<file path="src/rtl/soc_uart_tx.sv">
// -----------------------------------------------------------------------------
// soc_uart_tx
//   Byte FIFO in front of an 8N1 UART transmitter. The SoC byte-output
//   register strobes bytes in; the transmitter drains the FIFO and sends
//   frames back to back with no idle gap while data is queued.
//
// Parameters
//   CLK_DIV     clock cycles per UART bit (2..65535)
//   FIFO_DEPTH  byte FIFO entries, power of two (2..256)
//
// Ports
//   clk         single clock, rising edge
//   resetn      asynchronous active-low reset
//   in_byte     byte to transmit, sampled when in_byte_en=1
//   in_byte_en  single-cycle push strobe
//   tx          registered serial line, idle high
//   busy        frame in progress or FIFO non-empty
//   fifo_level  current FIFO occupancy
//   overflow    sticky: a pushed byte was dropped
//   dbg_state   current transmitter state (IDLE=0, START=1, DATA=2, STOP=3)
// -----------------------------------------------------------------------------
module soc_uart_tx #(
  parameter int CLK_DIV    = 4,
  parameter int FIFO_DEPTH = 16
) (
  input  logic                          clk,
  input  logic                          resetn,
  input  logic [7:0]                    in_byte,
  input  logic                          in_byte_en,
  output logic                          tx,
  output logic                          busy,
  output logic [$clog2(FIFO_DEPTH):0]   fifo_level,
  output logic                          overflow,
  output logic [1:0]                    dbg_state
);

  localparam int AW = $clog2(FIFO_DEPTH);
  localparam int LW = AW + 1;
  localparam int CW = $clog2(CLK_DIV);

  typedef enum logic [1:0] {
    S_IDLE  = 2'd0,
    S_START = 2'd1,
    S_DATA  = 2'd2,
    S_STOP  = 2'd3
  } state_t;

  state_t          r_state;
  logic [CW-1:0]   r_baud;
  logic [2:0]      r_bit_idx;
  logic [7:0]      r_shift;
  logic            r_tx;

  logic [7:0]      r_mem [FIFO_DEPTH];
  logic [AW-1:0]   r_wr_ptr;
  logic [AW-1:0]   r_rd_ptr;
  logic [LW-1:0]   r_level;
  logic            r_overflow;

  logic            w_baud_end;
  logic            w_pop;
  logic            w_push;
  logic [7:0]      w_head;

  // Push handshake: in_byte_en is a one-cycle strobe with no back-pressure.
  // A strobe is accepted when the FIFO has room, or when the transmitter
  // pops on the same edge (the freed slot is reused). Otherwise the byte
  // is dropped and the sticky overflow flag records it.
  assign w_baud_end = (r_baud == CW'(CLK_DIV - 1));
  assign w_pop      = (r_level != '0) &&
                      ((r_state == S_IDLE) || ((r_state == S_STOP) && w_baud_end));
  assign w_push     = in_byte_en && ((r_level != LW'(FIFO_DEPTH)) || w_pop);
  assign w_head     = r_mem[r_rd_ptr];

  // FIFO storage carries no reset; validity is tracked by the pointers.
  always_ff @(posedge clk) begin
    if (w_push) begin
      r_mem[r_wr_ptr] <= in_byte;
    end
  end

  // Pointers wrap naturally because FIFO_DEPTH is a power of two.
  always_ff @(posedge clk or negedge resetn) begin
    if (!resetn) begin
      r_wr_ptr   <= '0;
      r_rd_ptr   <= '0;
      r_level    <= '0;
      r_overflow <= 1'b0;
    end else begin
      if (w_push) begin
        r_wr_ptr <= r_wr_ptr + AW'(1);
      end
      if (w_pop) begin
        r_rd_ptr <= r_rd_ptr + AW'(1);
      end
      case ({w_push, w_pop})
        2'b10:   r_level <= r_level + LW'(1);
        2'b01:   r_level <= r_level - LW'(1);
        default: r_level <= r_level;
      endcase
      if (in_byte_en && !w_push) begin
        r_overflow <= 1'b1;
      end
    end
  end

  // Transmit FSM. tx is registered and updated on the same edge as the
  // state change so each level lasts exactly CLK_DIV cycles.
  always_ff @(posedge clk or negedge resetn) begin
    if (!resetn) begin
      r_state   <= S_IDLE;
      r_baud    <= '0;
      r_bit_idx <= '0;
      r_shift   <= '0;
      r_tx      <= 1'b1;
    end else begin
      case (r_state)
        S_IDLE: begin
          r_baud <= '0;
          r_tx   <= 1'b1;
          if (w_pop) begin
            r_shift <= w_head;
            r_state <= S_START;
            r_tx    <= 1'b0;
          end
        end
        S_START: begin
          if (w_baud_end) begin
            r_baud    <= '0;
            r_bit_idx <= '0;
            r_state   <= S_DATA;
            r_tx      <= r_shift[0];
          end else begin
            r_baud <= r_baud + CW'(1);
          end
        end
        S_DATA: begin
          if (w_baud_end) begin
            r_baud <= '0;
            if (r_bit_idx == 3'd7) begin
              r_state <= S_STOP;
              r_tx    <= 1'b1;
            end else begin
              r_bit_idx <= r_bit_idx + 3'd1;
              r_shift   <= {1'b0, r_shift[7:1]};
              r_tx      <= r_shift[1];
            end
          end else begin
            r_baud <= r_baud + CW'(1);
          end
        end
        S_STOP: begin
          if (w_baud_end) begin
            r_baud <= '0;
            // Back-to-back frames: next start bit begins on this edge.
            if (w_pop) begin
              r_shift <= w_head;
              r_state <= S_START;
              r_tx    <= 1'b0;
            end else begin
              r_state <= S_IDLE;
              r_tx    <= 1'b1;
            end
          end else begin
            r_baud <= r_baud + CW'(1);
          end
        end
        default: begin
          r_state <= S_IDLE;
          r_baud  <= '0;
          r_tx    <= 1'b1;
        end
      endcase
    end
  end

  assign tx         = r_tx;
  assign busy       = (r_state != S_IDLE) || (r_level != '0);
  assign fifo_level = r_level;
  assign overflow   = r_overflow;
  assign dbg_state  = r_state;

endmodule

</file>
<file path="config.mk">
export PLATFORM = sky130hd
export DESIGN_NAME = soc_uart_tx
export DESIGN_NICKNAME = d
export VERILOG_FILES = /design/src/rtl/soc_uart_tx.sv
export SDC_FILE = /design/constraint.sdc
export NUM_CORES = 1
export LEC_CHECK = 0
export ABC_AREA = 1
export CAP_MARGIN = 20
export CORE_UTILIZATION = 35
export DETAILED_ROUTE_END_ITERATION = 10
export GPL_TIMING_DRIVEN = 0
export SLEW_MARGIN = 0
export SYNTH_ARGS = -nofsm -noshare
export SYNTH_HDL_FRONTEND = slang
export SYNTH_SLANG_ARGS = --single-unit
</file>
<file path="constraint.sdc">
create_clock -name clk -period 3.2 [get_ports clk]
set_input_delay 0.48 -clock clk [delete_from_list [all_inputs] [get_ports clk]]
set_output_delay 0.48 -clock clk [all_outputs]
set_load 0.02 [all_outputs]
</file>
==> flow_metrics.env, run 1 <==
export IMPL_outcome="complete, no violations"
export IMPL_final_antenna_net_count=0
export IMPL_p_int_mw=5.12
export IMPL_clockPowerShare_pct=28.5
export IMPL_post_cts_resized=0
export IMPL_rrSetupSlack_ns=0.57
export IMPL_ys_seq_elements=158
export IMPL_min_path_type="in2async"
export IMPL_area_growth_pct=17.9
export IMPL_fmax_mhz=380
export IMPL_grt_max_degree=31
export IMPL_drt_pass1_iterations=5
export IMPL_via_per_inst=4.78
export IMPL_mostFrequentLayoutCells="nand2_1 (212), edfxtp_1 (128), nand3_1 (84), inv_1 (75), nor2_1 (41)"
export IMPL_reg2reg_from="dbg_state[0]"
export IMPL_cts_tree="yes"
export IMPL_cts_hold_buf=0
export IMPL_end_kind="flop"
export IMPL_num_antenna_cells=0
export IMPL_grt_overflow_total=0
export IMPL_die_h_um=144
export IMPL_cts_sinks=158
export IMPL_leakage_nw=3.52
export IMPL_fin_crit_ns=2.63
export IMPL_p_sw_share_pct=37.3
export IMPL_r2r_end="r_mem[9][6]"
export IMPL_place_congestion=0.844
export IMPL_p_total_mw=8.16
export IMPL_yosysSeqAreaShare_pct=64.8
export IMPL_io_pins=21
export IMPL_hpwl_mm=11.1
export IMPL_rows=51
export IMPL_dieArea_mm2=0.0208
export IMPL_dr_first_iter_drc_count=346
export IMPL_port_buffers=20
export IMPL_nFillCells=1926
export IMPL_worst_hold_slack_ns=0.0976
export IMPL_max_slew_margin_pct=34.7
export IMPL_nets=770
export IMPL_yosys_warnings=0
export IMPL_grt_pass1_wl_mm=25.8
export IMPL_grt_usage_pct=17.4
export IMPL_fp_coreArea_mm2=0.0197
export IMPL_setup_viol=0
export IMPL_drt_total_wl_mm=16.5
export IMPL_arrival_ns=2.77
export IMPL_clkLatencyLatePin_ns=0.43
export IMPL_ys_types=32
export IMPL_seqPwrFrac_pct=33.8
export IMPL_die_w_um=144
export IMPL_cts_setup_buffers=0
export IMPL_p_per_area_mw_per_mm2=975
export IMPL_vdd_ir_drop_max_mv=0.418
export IMPL_critPathRequiredTime_ns=3.34
export IMPL_start_util_pct=36.1
export IMPL_tightest_slew_ns=0.975
export IMPL_clkTransAtPathRegs_ns=0.06
export IMPL_seq_area_mm2=0.00460
export IMPL_clock_skew_ns=0.00666
export IMPL_avgSynthCellArea_um2=10.2
export IMPL_startpoint_type="flop"
export IMPL_cp_max_fo=10
export IMPL_grt_pass1_vias=4612
export IMPL_yosysTopAreaCellShare_pct=54.2
export IMPL_rsz0062_at_grt="no"
export IMPL_drive_gt1_share_pct=11.1
export IMPL_synth_top_area_cell="edfxtp_1"
export IMPL_reg2regPathDepth=10
export IMPL_mostFrequentLayoutCell="nand2_1"
export IMPL_synth_area_mm2=0.00710
export IMPL_syn_inst=698
export IMPL_syn_nets=725
export IMPL_vias=4883
export IMPL_hold_viol=0
export IMPL_slew_viol_final=0
export IMPL_grt_antenna_before_repair=0
export IMPL_setup_tns_final_ns=0
export IMPL_maxCapViolations=0
export IMPL_multi_input_area_mm2=0.00207
export IMPL_cts_buffers=17
export IMPL_p_sw_mw=3.04
export IMPL_h_tree_depth=4
export IMPL_wire_per_inst_um=16.2
export IMPL_cp_endpoint="r_mem[9][6]"
export IMPL_min_period_over_period_pct=82.3
export IMPL_path_class="reg2reg"
export IMPL_p_comb_share_pct=37.7
export IMPL_cts_path_max_buffers=2
export IMPL_cp_startpoint="dbg_state[0]"
export IMPL_synth_area_top_cells="edfxtp_1 (54%), nand2_1 (11%), dfrtp_1 (10%)"
export IMPL_root_buffer="clkbuf_16"
export IMPL_drc_errors=0
## critical path, stage by stage, from the launching register on
cell and delay (ns):
dfrtp_1 0.42, inv_1 0.12, ha_1 0.24, inv_1 0.08, o21ai_2 0.08, nor2_1 0.10
inv_2 0.09, nand2_2 0.12, buf_2 0.23, nor3_1 0.60, buf_4 0.27
## Yosys cell counts
master    count
a211oi_1      1
inv_2        10
nor2_2        2
a21oi_1       8
buf_2        20
buf_6         1
nand2_4       3
nor2_1       41
nor3_2        1
inv_1        75
nor4_1        1
nand4_1       2
o211ai_1      5
clkbuf_1      5
o21ai_0       5
o31ai_1       1
fa_1          1
nor3_1       13
nand3_1      84
clkinv_2      1
a21oi_2       1
nand2_1     212
xor2_1        9
dfrtp_1      29
dfstp_2       1
nand2_2       3
o21bai_1      1
o21ai_2       1
ha_1         15
o21ai_1      17
edfxtp_1    128
buf_1         1
## routing by layer
layer | routed length (µm) | vias to the layer above | global-route usage, %
met2 | 7750 | 143 | 27.2
li1 | - | 2388 | -
met5 | 0 | - | 0
met3 | 894 | 36 | 2.78
met1 | 7360 | 2316 | 23.2
met4 | 543 | 0 | 9.09
## power by group through the flow
| stage | Sequential [mW] | Combinational, mW | Clock, mW |
|---|---|---|---|
| after floorplan | 2.83 | 2.04 | 0 |
| after global placement | 2.80 | 3.00 | 0 |
| after detailed placement | 2.79 | 3.07 | 0 |
| after CTS | 2.76 | 3.10 | 2.35 |
| after global routing | 2.80 | 3.45 | 2.44 |
| final | 2.75 | 3.08 | 2.33 |
## flip-flops by register name, indices dropped and copies added (netlist names)
register    count
dbg_state       2
fifo_level      5
overflow        1
r_baud          2
r_bit_idx       3
r_mem         128
r_rd_ptr        4
r_shift         8
r_wr_ptr        4
tx              1
## kinds of logic (layout without fill, tap and decap cells)
| logic type | count (synthesis) | count (layout) | synth area share [%] |
|---|---|---|---|
| adders and majority gates | 16 | 16 | 2.93 |
| AOI/OAI and AO/OA | 40 | 40 | 3.21 |
| and+or+nand+nor | 362 | 362 | 21.5 |
| DFF | 158 | 158 | 64.8 |
| buffers and inverters | 113 | 171 | 6.45 |
| xor gates and xnor gates | 9 | 9 | 1.11 |
## final cells by class
cell class	instances	share of cell area (%)
tap	265	3.96
inverter	86	3.87
buffer	27	1.60
sequential	158	54.9
clock buffer	21	5.26
multi-input combinational	427	24.8
clock inverter	11	2.84
timing repair buffer	26	2.78
## worst min path at each step
stage               slack (ns)       endpoint       from  cells past startpoint
finish                     0.1  fifo_level[1]     resetn                      1
global route              0.16   dbg_state[1]     resetn                      1
floorplan                 0.18   dbg_state[0]     resetn                      0
global placement          0.42      r_baud[0]  r_baud[0]                      1
detailed placement        0.43      r_baud[0]  r_baud[0]                      1
CTS                       0.12  fifo_level[1]     resetn                      1
## stage by stage
stage / area, µm² / setup slack, ns / std cells / utilization (%)
after detailed placement: 7690 / 0.528 / 989 / 39.1
after floorplan: 7100 / 0.888 / 698 / -
after global placement: 7630 / 0.135 / 983 / 38.8
after global routing: 8370 / 0.365 / 1021 / 42.6
final: 8370 / 0.568 / 1021 / 42.6
after CTS: 8370 / 0.535 / 1021 / 42.6
Power figures use the tool's default switching activity.
==> inputs of run 2 (changes only) <==
==> constraint.sdc (replaced) <==
create_clock -name clk -period 2.3 [get_ports clk]
set_input_delay 0.345 -clock clk [delete_from_list [all_inputs] [get_ports clk]]
set_output_delay 0.345 -clock clk [all_outputs]
set_load 0.02 [all_outputs]
==> run 2 against run 1 <==
  * Via count is 0.57% higher
  * First-iteration DRC count is 18% higher
  * Sequential power is 40% higher
  * Register-to-register slack worse by 0.51 ns
  * Flip-flop and latch count stayed put
  * Critical path type unchanged
  * Largest cell class unchanged
==> flow_metrics.env, run 2 (synthesis results as in run 1) <==
export IMPL_outcome="complete, no violations"
export IMPL_fin_area_mm2=0.00873
export IMPL_mostFrequentLayoutCells="nand2_1 (212), edfxtp_1 (128), nand3_1 (84), inv_1 (72), nor2_1 (36)"
export IMPL_largest_reg_flops=128
export IMPL_drt_total_wl_mm=16.9
export IMPL_startpoint_type="flop"
export IMPL_path_class="reg2reg"
export IMPL_p_int_mw=7.30
export IMPL_cts_path_max_buffers=2
export IMPL_cts_sinks=158
export IMPL_drc_errors=0
export IMPL_h_tree_depth=4
export IMPL_final_antenna_net_count=0
export IMPL_leakage_nw=3.66
export IMPL_setup_viol=0
export IMPL_mostFrequentLayoutCell="nand2_1"
export IMPL_max_slew_margin_pct=50.7
export IMPL_p_comb_share_pct=39.6
export IMPL_critical_path_max_stage_delay_ns=0.53
export IMPL_fmax_mhz=446
export IMPL_start_util_pct=36.1
export IMPL_grt_antenna_before_repair=0
export IMPL_reg2regPathDepth=8
export IMPL_min_path_type="reg2reg"
export IMPL_place_congestion=0.844
export IMPL_p_sw_share_pct=37.8
export IMPL_dieArea_mm2=0.0208
export IMPL_io_pins=21
export IMPL_drive_gt1_share_pct=15.2
export IMPL_end_kind="flop"
export IMPL_vdd_ir_drop_max_mv=0.585
export IMPL_grt_overflow_total=0
export IMPL_min_period_over_period_pct=97.5
export IMPL_hpwl_mm=11.1
export IMPL_vias=4911
export IMPL_rrSetupSlack_ns=0.06
export IMPL_placed_area_mm2=0.00769
export IMPL_clkLatencyLatePin_ns=0.43
export IMPL_cp_startpoint="dbg_state[0]"
export IMPL_cp_slowest_cell="nor2_2"
export IMPL_clock_skew_ns=0.00760
export IMPL_num_antenna_cells=0
export IMPL_reg2reg_from="dbg_state[0]"
export IMPL_r2r_end="r_mem[7][4]"
export IMPL_rows=51
export IMPL_fin_crit_ns=2.24
export IMPL_worstPathCellList="inv_2 > ha_4 > inv_1 > o21ai_2 > nor2_1 > inv_2 > nand3_1 > nor2_2"
export IMPL_cp_endpoint="r_mem[7][4]"
export IMPL_worst_path_most_repeated_cell="inv_2"
export IMPL_cts_buffers=17
export IMPL_arrival_ns=2.30
export IMPL_clockPowerShare_pct=27.6
export IMPL_grt_max_degree=31
export IMPL_maxCapViolations=0
export IMPL_whs_path_depth=1
export IMPL_dr_first_iter_drc_count=407
export IMPL_fp_coreArea_mm2=0.0197
export IMPL_die_h_um=144
export IMPL_nFillCells=1866
export IMPL_top_register="r_mem"
export IMPL_slew_viol_final=0
export IMPL_cp_max_fo=8
export IMPL_drt_pass1_iterations=5
export IMPL_grt_pass1_wl_mm=26.3
export IMPL_clkTransAtPathRegs_ns=0.06
export IMPL_rsz0062_at_grt="yes"
export IMPL_p_per_area_mw_per_mm2=1350
export IMPL_area_growth_pct=23.0
export IMPL_tightest_slew_ns=0.737
export IMPL_grt_usage_pct=17.7
export IMPL_via_per_inst=4.74
export IMPL_die_w_um=144
export IMPL_grt_pass1_vias=4727
export IMPL_root_buffer="clkbuf_16"
export IMPL_hold_viol=0
export IMPL_critPathRequiredTime_ns=2.36
export IMPL_seqPwrFrac_pct=32.8
export IMPL_cts_tree="yes"
export IMPL_p_sw_mw=4.44
export IMPL_port_buffers=20
export IMPL_worst_hold_slack_ns=0.471
export IMPL_wire_per_inst_um=16.3
export IMPL_nets=785
run 2: repair_timing:
item | CTS | global route
cloned | 0 | 0
setup endpoints to repair | 122 | 108
setup buffers | 11 | 3
hold endpoints to repair | 29 | 0
pin swaps | 8 | 5
resized for setup | 27 | 18
hold buffers | 1 | 0
run 2: worst min path at each step:
stage	start	to
after floorplan	resetn	dbg_state[0]
after global placement	r_baud[0]	r_baud[0]
after detailed placement	r_baud[0]	r_baud[0]
after CTS	r_baud[0]	r_baud[0]
after global routing	overflow	overflow
final	overflow	overflow
run 2: final cells by class:
cell class / count / area [µm²] / share of cell area (%)
clock inverter: 11 / 238 / 2.72
buffer: 27 / 140 / 1.61
multi-input combinational: 427 / 2230 / 25.6
sequential: 158 / 4600 / 52.7
timing repair buffer: 41 / 417 / 4.77
tap: 265 / 332 / 3.80
inverter: 86 / 332 / 3.80
clock buffer: 21 / 440 / 5.05
run 2: routing by layer:
metal | vias up | track usage (%) | share of wire (%)
met5 | - | 0 | 0
met4 | 0 | 9.31 | 3.6
met3 | 37 | 2.78 | 5.5
met2 | 136 | 28.1 | 47
met1 | 2311 | 23.2 | 43
li1 | 2427 | - | -
run 2: worst max-delay path: cells and delay by family, from the launching register on:
kind	cells	cell delay (ns)
simple gates	3	0.92
compound gates	1	0.09
buf+inv	3	0.26
flops	1	0.44
fa+ha+maj	1	0.16
run 2: power groups by stage:
| stage | Clock (mW) | Combinational (mW) | Sequential, mW |
|---|---|---|---|
| final | 3.24 | 4.65 | 3.85 |
| after global routing | 3.39 | 5.16 | 3.91 |
| after CTS | 3.27 | 4.55 | 3.83 |
| after global placement | 0 | 4.17 | 3.89 |
| after floorplan | 0 | 2.84 | 3.93 |
| after detailed placement | 0 | 4.27 | 3.89 |
run 2: stage by stage:
stage                     TNS [ns]  power (mW)  instances  setup slack (ns)  util (%)
after global placement      -61.85        8.06        983            -0.721      38.8
after CTS                        0        11.7       1033          0.000300      44.0
after detailed placement    -21.44        8.16        989            -0.346      39.1
after floorplan             -0.946        6.78        698           -0.0118         -
after global routing         -2.00        12.5       1036            -0.103      44.4
final                            0        11.7       1036            0.0564      44.4
